--- src/rtl/icache_fetch_pkg.sv ---
// -----------------------------------------------------------------------------
// icache_fetch_pkg
// Shared definitions for the direct-mapped instruction cache:
//   - address/data width constants (ADDR_TYPE_WIDTH, DATA_TYPE_WIDTH)
//   - TRUE/FALSE single-bit constants
//   - controller state encoding (IC_IDLE, IC_MISS, IC_DROP)
// Optional feature macro used by the top level: ICACHE_PERF_EN.
// -----------------------------------------------------------------------------
package icache_fetch_pkg;

  localparam int ADDR_TYPE_WIDTH = 32;
  localparam int DATA_TYPE_WIDTH = 32;

  localparam logic TRUE  = 1'b1;
  localparam logic FALSE = 1'b0;

  typedef logic [DATA_TYPE_WIDTH-1:0] data_t;

  // IC_DROP: a flushed miss whose fill must still be absorbed, because the
  // memory controller cannot abort a request once issued.
  typedef enum logic [1:0] {
    IC_IDLE = 2'd0,
    IC_MISS = 2'd1,
    IC_DROP = 2'd2
  } ic_state_t;

endpackage

--- src/rtl/icache_array.sv ---
// -----------------------------------------------------------------------------
// icache_array
// Valid/tag/data storage for a direct-mapped cache with one-word lines.
// Combinational read on rd_idx, one synchronous write port. Only the valid
// bits are reset (asynchronously); tag and data contents are don't-care until
// their valid bit is set.
// Ports:
//   clk, rst_n         clock, async active-low reset (clears valid bits)
//   rd_idx             read index
//   rd_valid/tag/data  combinational read result
//   wr_en              write strobe (sets valid[wr_idx])
//   wr_idx/tag/data    write index, tag and data
// -----------------------------------------------------------------------------
module icache_array
  import icache_fetch_pkg::*;
#(
  parameter int INDEX_BITS = 6,
  parameter int ADDR_WIDTH = ADDR_TYPE_WIDTH
) (
  input  logic                             clk,
  input  logic                             rst_n,
  input  logic [INDEX_BITS-1:0]            rd_idx,
  output logic                             rd_valid,
  output logic [ADDR_WIDTH-INDEX_BITS-3:0] rd_tag,
  output data_t                            rd_data,
  input  logic                             wr_en,
  input  logic [INDEX_BITS-1:0]            wr_idx,
  input  logic [ADDR_WIDTH-INDEX_BITS-3:0] wr_tag,
  input  data_t                            wr_data
);

  localparam int LINES = 1 << INDEX_BITS;
  localparam int TAG_W = ADDR_WIDTH - INDEX_BITS - 2;

  logic [LINES-1:0] valid_r;
  logic [TAG_W-1:0] tag_r  [LINES];
  data_t            data_r [LINES];

  // Valid bits: cleared by reset, set when a line is filled.
  always_ff @(posedge clk or negedge rst_n) begin
    if (!rst_n) begin
      valid_r <= '0;
    end else if (wr_en) begin
      valid_r[wr_idx] <= 1'b1;
    end else begin
      valid_r <= valid_r;
    end
  end

  // Tag and data storage, written together on a fill.
  always_ff @(posedge clk) begin
    if (wr_en) begin
      tag_r[wr_idx]  <= wr_tag;
      data_r[wr_idx] <= wr_data;
    end
  end

  assign rd_valid = valid_r[rd_idx];
  assign rd_tag   = tag_r[rd_idx];
  assign rd_data  = data_r[rd_idx];

endmodule

--- src/rtl/icache_fetch.sv ---
// -----------------------------------------------------------------------------
// icache_fetch
// Direct-mapped instruction cache (2^INDEX_BITS one-word lines) sitting
// between the fetch stage and the memory controller fetch port.
// Hits return the instruction one cycle after the request; misses issue a
// level request to the memory controller and return the fill word one cycle
// after it arrives. A flush cancels any pending response; a flushed miss still
// fills its line. rdy_in=0 freezes every register.
// Ports:
//   clk_in, rst_n_in     clock, async active-low reset
//   rdy_in               global pause
//   if_to_ic_valid/pc    fetch request (sampled only while ic_busy=0)
//   if_flush             pipeline flush
//   ic_busy              high whenever not IDLE
//   ic_to_if_ready/inst  one-cycle instruction return
//   ic_to_mc_PC/ready    miss request to the memory controller
//   mc_to_ic_result/ready  fill word and its one-cycle strobe
//   ic_hit_cnt/miss_cnt  accepted hit/miss counters (only with ICACHE_PERF_EN)
// Optional feature macro: ICACHE_PERF_EN.
// -----------------------------------------------------------------------------
module icache_fetch
  import icache_fetch_pkg::*;
#(
  parameter int INDEX_BITS = 6,
  parameter int ADDR_WIDTH = ADDR_TYPE_WIDTH
) (
  input  logic                  clk_in,
  input  logic                  rst_n_in,
  input  logic                  rdy_in,
  input  logic                  if_to_ic_valid,
  input  logic [ADDR_WIDTH-1:0] if_to_ic_pc,
  input  logic                  if_flush,
  output logic                  ic_busy,
  output logic                  ic_to_if_ready,
  output data_t                 ic_to_if_inst,
  output logic [ADDR_WIDTH-1:0] ic_to_mc_PC,
  output logic                  ic_to_mc_ready,
`ifdef ICACHE_PERF_EN
  output logic [31:0]           ic_hit_cnt,
  output logic [31:0]           ic_miss_cnt,
`endif
  input  data_t                 mc_to_ic_result,
  input  logic                  mc_to_ic_ready
);

  localparam int TAG_W = ADDR_WIDTH - INDEX_BITS - 2;

  ic_state_t             state_r, state_s;
  logic                  busy_r;
  logic                  if_ready_r, if_ready_s;
  data_t                 inst_r, inst_s;
  logic                  mc_ready_r, mc_ready_s;
  logic [ADDR_WIDTH-1:0] mc_pc_r, mc_pc_s;
  logic                  wr_en_s;
  logic                  hit_inc_s, miss_inc_s;
  logic                  rd_valid_s;
  logic [TAG_W-1:0]      rd_tag_s;
  data_t                 rd_data_s;
  logic                  hit_s;
  logic                  unused_pc_s;

  // Byte offset of the PC is irrelevant for word fetches.
  assign unused_pc_s = ^if_to_ic_pc[1:0];

  // Lookup uses the incoming PC; fills use the latched miss address, which
  // stays stable for the whole MISS/DROP period.
  icache_array #(
    .INDEX_BITS (INDEX_BITS),
    .ADDR_WIDTH (ADDR_WIDTH)
  ) u_array (
    .clk      (clk_in),
    .rst_n    (rst_n_in),
    .rd_idx   (if_to_ic_pc[INDEX_BITS+1:2]),
    .rd_valid (rd_valid_s),
    .rd_tag   (rd_tag_s),
    .rd_data  (rd_data_s),
    .wr_en    (wr_en_s),
    .wr_idx   (mc_pc_r[INDEX_BITS+1:2]),
    .wr_tag   (mc_pc_r[ADDR_WIDTH-1:INDEX_BITS+2]),
    .wr_data  (mc_to_ic_result)
  );

  assign hit_s = rd_valid_s && (rd_tag_s == if_to_ic_pc[ADDR_WIDTH-1:INDEX_BITS+2]);

  // Next-state and next-output logic; everything holds while paused.
  always_comb begin
    state_s    = state_r;
    if_ready_s = if_ready_r;
    inst_s     = inst_r;
    mc_ready_s = mc_ready_r;
    mc_pc_s    = mc_pc_r;
    wr_en_s    = FALSE;
    hit_inc_s  = FALSE;
    miss_inc_s = FALSE;
    if (rdy_in) begin
      if_ready_s = FALSE;
      case (state_r)
        IC_IDLE: begin
          if (if_flush) begin
            // Flush beats a simultaneous request.
            state_s = IC_IDLE;
          end else if (if_to_ic_valid && hit_s) begin
            if_ready_s = TRUE;
            inst_s     = rd_data_s;
            hit_inc_s  = TRUE;
          end else if (if_to_ic_valid) begin
            mc_pc_s    = {if_to_ic_pc[ADDR_WIDTH-1:2], 2'b00};
            mc_ready_s = TRUE;
            miss_inc_s = TRUE;
            state_s    = IC_MISS;
          end else begin
            state_s = IC_IDLE;
          end
        end
        IC_MISS: begin
          if (mc_to_ic_ready) begin
            wr_en_s    = TRUE;
            mc_ready_s = FALSE;
            state_s    = IC_IDLE;
            if (!if_flush) begin
              if_ready_s = TRUE;
              inst_s     = mc_to_ic_result;
            end else begin
              if_ready_s = FALSE;
            end
          end else if (if_flush) begin
            state_s = IC_DROP;
          end else begin
            state_s = IC_MISS;
          end
        end
        IC_DROP: begin
          if (mc_to_ic_ready) begin
            wr_en_s    = TRUE;
            mc_ready_s = FALSE;
            state_s    = IC_IDLE;
          end else begin
            state_s = IC_DROP;
          end
        end
        default: begin
          state_s    = IC_IDLE;
          mc_ready_s = FALSE;
        end
      endcase
    end else begin
      state_s = state_r;
    end
  end

  // State and registered outputs.
  always_ff @(posedge clk_in or negedge rst_n_in) begin
    if (!rst_n_in) begin
      state_r    <= IC_IDLE;
      busy_r     <= FALSE;
      if_ready_r <= FALSE;
      inst_r     <= '0;
      mc_ready_r <= FALSE;
      mc_pc_r    <= '0;
    end else begin
      state_r    <= state_s;
      busy_r     <= (state_s != IC_IDLE);
      if_ready_r <= if_ready_s;
      inst_r     <= inst_s;
      mc_ready_r <= mc_ready_s;
      mc_pc_r    <= mc_pc_s;
    end
  end

  assign ic_busy        = busy_r;
  assign ic_to_if_ready = if_ready_r;
  assign ic_to_if_inst  = inst_r;
  assign ic_to_mc_ready = mc_ready_r;
  assign ic_to_mc_PC    = mc_pc_r;

`ifdef ICACHE_PERF_EN
  logic [31:0] hit_cnt_r, miss_cnt_r;

  // Accepted-request counters; increments are only raised while rdy_in=1.
  always_ff @(posedge clk_in or negedge rst_n_in) begin
    if (!rst_n_in) begin
      hit_cnt_r  <= 32'd0;
      miss_cnt_r <= 32'd0;
    end else begin
      hit_cnt_r  <= hit_cnt_r + {31'd0, hit_inc_s};
      miss_cnt_r <= miss_cnt_r + {31'd0, miss_inc_s};
    end
  end

  assign ic_hit_cnt  = hit_cnt_r;
  assign ic_miss_cnt = miss_cnt_r;
`else
  logic unused_perf_s;
  assign unused_perf_s = hit_inc_s ^ miss_inc_s;
`endif

endmodule

--- config.mk ---
export PLATFORM = sky130hd
export DESIGN_NAME = icache_fetch
export DESIGN_NICKNAME = d
export VERILOG_FILES = /design/src/rtl/icache_fetch_pkg.sv /design/src/rtl/icache_array.sv /design/src/rtl/icache_fetch.sv
export SDC_FILE = /design/constraint.sdc
export NUM_CORES = 2
export LEC_CHECK = 0
export ABC_AREA = 1
export CORE_UTILIZATION = 39
export CTS_CLUSTER_DIAMETER = 40
export CTS_CLUSTER_SIZE = 30
export DETAILED_ROUTE_END_ITERATION = 7
export SLEW_MARGIN = 0
export SYNTH_ARGS = -nofsm -noshare
export SYNTH_HDL_FRONTEND = slang
export SYNTH_SLANG_ARGS = --single-unit
--- constraint.sdc ---
create_clock -name clk_in -period 5.1 [get_ports clk_in]
set_input_delay 1.275 -clock clk_in [delete_from_list [all_inputs] [get_ports clk_in]]
set_output_delay 1.275 -clock clk_in [all_outputs]
set_load 0.02 [all_outputs]
==> results summary <==
The source-to-sink clock delay at the later pin of the worst-skew pair came out at 0.96 ns. The post-detailed-route DRC marker count came out at 0. VDD sags by at most 331 uV. The time the final worst path needs with I/O delays and setup came out at 4.05 ns. For the pin with the worst max-slew slack, the measured transition is around 1.2 ns. STA classifies the critical path endpoint as a flip-flop. The average cell area after synthesis came out at between 10 and 15 sq um. The quantity of I/O buffers inserted on ports came out at 132.

Synthesis inferred 3,715 register bits. The slack of the worst reg-to-reg path is 1.75 ns. The pre-CTS setup slack is 0.243 ns. Setup violations remaining at the end of the flow were counted as 0. The worst hold path belongs to the class in2async. The placed cell area came out at 158,000 sq um.

The number of rows created at floorplan came out at between 200 and 250. Of the available clock period, the critical path in the final layout requires 0.794. The total placed cells including tap cells came out at 16,300. The sequential share of the synthesized area is 0.752.

The worst register-to-register path ends at ic_to_if_inst[5]$_DFFE_PN0P_. The number of buffers added for setup after CTS came out at 0. Among all flip-flop cells after synthesis, the most frequent one is edfxtp_1.

The post-detailed-routing wire length came out at 472,000 microns. The leakage power summed over all cells came out at 58.3 nW. The setup slack of the critical path after layout is 1.05 ns. The number of fillers in the final layout came out at 33,100. The number of buffers on the longest clock path is 4.

The post-route cell area is around 170,000 sq um. The share of total power dissipated in combinational logic is 0.076. Summing all flip-flop and latch instances after layout gives 111,000 sq um. Once layout is complete, the cells apart from fillers number 17,200. In this run the worst path has a maximum fanout of 38.

The worst slew margin relative to its limit came out at 0.196. Of the cells placed in the final design, the portion with a size suffix greater than 1 is 0.121. The worst register-to-register path begins at u_array.tag_r[55][21]$_DFFE_PP_.

The layout net count is between 10,000 and 15,000. Dividing the detail-routed wire length by the instance count gives 27.5 microns. In this run, synthesis inferred 3,584 flip-flops with an integrated enable. Entering global routing, the biggest net connects between 150 and 200 pins. The multi-input combinational cell area came out at 32,800 sq um. The H-tree level count is 5. In the post-synthesis netlist, the biggest area contributors are edfxtp_1 (73%), nand3_1 (5.4%), nand2_1 (4.7%), o21ai_0 (4.5%), nor2_1 (3.5%).

In this run the vertical extent of the chip is 617 microns. In the routed layout, each cell is associated on average with a via count of 5.80. The floorplan step defined a die boundary enclosing 381,000 sq um. For this run, the total global-route usage over all layers was measured as 0.241. The reported net switching power is 18.1 mW. Detailed placement ended at an HPWL of 239,000 microns. Between clock sinks in the finished design, the worst skew comes to 0.0938 ns. The root buffer cell is clkbuf_16.

The clock tree from TritonCTS is yes. The global-route wire length before repair came out at 668,000 microns. The total power density per cell area is about 430 nW/um^2. Derived from the worst setup path, the maximum achievable clock frequency is about 250 MHz. The combined area of all synthesized cells came out at 147,000 sq um. Adding up every negative setup slack in the final design gives 0 ns.

For this run, asynchronously set or reset flops after synthesis account for 0.0353. The starting utilization of the core area came out at 0.392. The initial antenna violation count is 28.

For the worst flop-to-flop path, the logic depth is 21. The internal power contribution is 55.7 mW. The hold violation total from the final report is 0. The reported max-cap violation count came out at 0.

The sequential power share is 0.474. The number of buffers inserted by hold repair at cts came out at 0. The run finished with clean final reports. STA puts the critical path data required time at 5.95 ns. The routability-driven placement congestion ratio came out at about 0.81. The start-to-end type of the worst setup path is in2reg. The core region is 376,000 sq um. The detailed router finished its first iteration with 13,000 violations. The remaining antenna violation count after routing is 0. The number of slew-limit violations in the final report came to 0. The aggregate global routing overflow is 0. The number of I/O pins came out at 137. The detailed-route via count is 99,600. The worst path arrival time came out at 4.90 ns. The clock-pin slew on the worst setup and hold paths came out at approximately 0.06 ns. The number of buffers created by CTS is 457.

Once the clock tree was built, the resizer swapped 0 gates to a different size. The total design power came out at 73.8 mW. The die boundary width came out at between 600 and 700 microns. The number of search-and-repair iterations in the first detailed-routing pass is 6. The synthesis warning total is 0. The clock share of power is 0.451.

The portion of synthesized cell area occupied by the leading cell type is 0.730. The switching share of power is 0.245. The number of clock sinks is 3,715. Of all cell types, the one taking the most synthesized area is edfxtp_1. Setup repair after global routing left no endpoint under its margin. The area overhead of the layout relative to synthesis came out at 17.6%. The number of distinct library cells after synthesis came out at 41. Counting every instance in the synthesized netlist gives roughly 12,000. STA classifies the critical path startpoint as a primary input.

The via count of the first global-routing pass is 92,300.
worst max path at each step:
stage                                                 end  slack, ns  depth (start not counted)                   startpoint
after global routing         ic_to_if_inst[1]$_DFFE_PN0P_       0.92                         23               if_to_ic_pc[2]
after floorplan           u_array.data_r[18][0]$_DFFE_PP_       0.28                          7               mc_to_ic_ready
after CTS                                 ic_to_mc_PC[31]       1.04                          2  ic_to_mc_PC[31]$_DFFE_PN0P_
after global placement       ic_to_if_inst[5]$_DFFE_PN0P_       0.22                         27               if_to_ic_pc[2]
after detailed placement     ic_to_if_inst[1]$_DFFE_PN0P_       0.24                         25               if_to_ic_pc[3]
final                        ic_to_if_inst[5]$_DFFE_PN0P_       1.05                         25               if_to_ic_pc[3]
area by class of cell:
| type | instances | area share |
|---|---|---|
| timing repair buffer | 566 | 0.0418 |
| clock buffer | 492 | 0.0679 |
| inverter | 77 | 0.00195 |
| multi-input combinational | 6963 | 0.189 |
| sequential | 3715 | 0.640 |
| clock inverter | 367 | 0.0232 |
| antenna | 5 | 0.0000722 |
| tap | 4994 | 0.0360 |
through the flow:
stage	hold slack (ns)	utilization
detailed placement	0.443	0.419
floorplan	0.424	-
global placement	0.434	0.419
finish	0.332	0.461
global route	0.348	0.461
CTS	0.305	0.461
cells by family after synthesis:
| group | synth area share |
|---|---|
| multiplexers | 0.00102 |
| other | 0.0000254 |
| flip-flops | 0.752 |
| AND/OR/NAND/NOR | 0.139 |
| AO/OA/AOI/OAI | 0.0785 |
| XOR/XNOR | 0.0000594 |
| buffers and inverters | 0.0288 |
| adder cells (fa/ha/maj) | 0.000339 |
per-layer routing:
metal,up-vias,wire [microns],GRT usage
met4,16,19900,0.0924
met5,-,96,0
li1,43000,-,-
met2,5320,214000,0.377
met3,1074,47500,0.0413
met1,50100,191000,0.336
synthesized netlist by cell type (all sizes together) (2+ instances only):
| master | instances |
|---|---|
| dfrtp | 131 |
| a21oi | 28 |
| a32oi | 2 |
| o311ai | 3 |
| a32o | 2 |
| o22ai | 510 |
| nand4 | 2 |
| clkbuf | 373 |
| a31oi | 2 |
| nor3 | 3 |
| buf | 446 |
| mux2i | 15 |
| clkinv | 2 |
| inv | 75 |
| edfxtp | 3584 |
| o221ai | 88 |
| nand3 | 1604 |
| nand2 | 1834 |
| o32ai | 20 |
| or2 | 55 |
| ha | 4 |
| o21ai | 1358 |
| o211ai | 38 |
| nor2 | 1389 |
critical path: stages:
cell      delay [ns]
buf_8           0.15
inv_8           0.35
buf_4           0.35
nand3_1         0.12
nand3_1         0.11
nand3_1         0.08
nand2_1         0.09
nand2_1         0.05
nand3_1         0.16
nand2_1         0.07
nand2_1         0.24
nand2_1         0.10
clkinv_1        0.05
nand2_1         0.04
nor2_1          0.07
nand2_1         0.18
nor2_2          0.23
buf_12          0.16
nand3_1         0.08
nand2_2         0.08
nand3_4         0.07
buf_12          0.17
buf_12          0.21
buf_4           0.15
o21ai_2         0.09
flip-flops by register name (all words and copies together), names as in the netlist:
register	cells
u_array.valid_r	64
ic_to_if_inst	32
state_r	2
ic_to_if_ready	1
ic_to_mc_ready	1
ic_to_mc_PC	30
ic_busy	1
u_array.data_r	2048
u_array.tag_r	1536
power by group through the flow:
stage	sequential, mW	combinational (mW)	clock (mW)
after global routing	35.0	6.04	34.7
after global placement	35.6	5.50	0
after floorplan	36.1	2.36	0
after detailed placement	35.6	5.56	0
final	35.0	5.59	33.3
after CTS	35.0	5.58	33.5
cell usage in the layout (no fill, tap or decap), drive strengths merged:
cell,Yosys,layout
a21boi,1,1
a21oi,28,28
a22oi,1,1
a31oi,2,2
a32o,2,2
a32oi,2,2
buf,446,471
bufinv,0,49
clkbuf,373,494
clkdlybuf4s50,0,93
clkinv,2,157
clkinvlp,0,62
conb,1,2
dfrtp,131,131
diode,0,5
edfxtp,3584,3584
ha,4,4
inv,75,176
mux2i,15,15
nand2,1834,1834
nand3,1604,1604
nand4,2,2
nor2,1389,1389
nor3,3,3
o211ai,38,38
o21ai,1358,1358
o221ai,88,88
o22ai,510,510
o311ai,3,3
o31ai,1,1
o32ai,20,20
or2,55,55
xor2,1,1
Note: power is estimated with default switching activity, not from simulation.
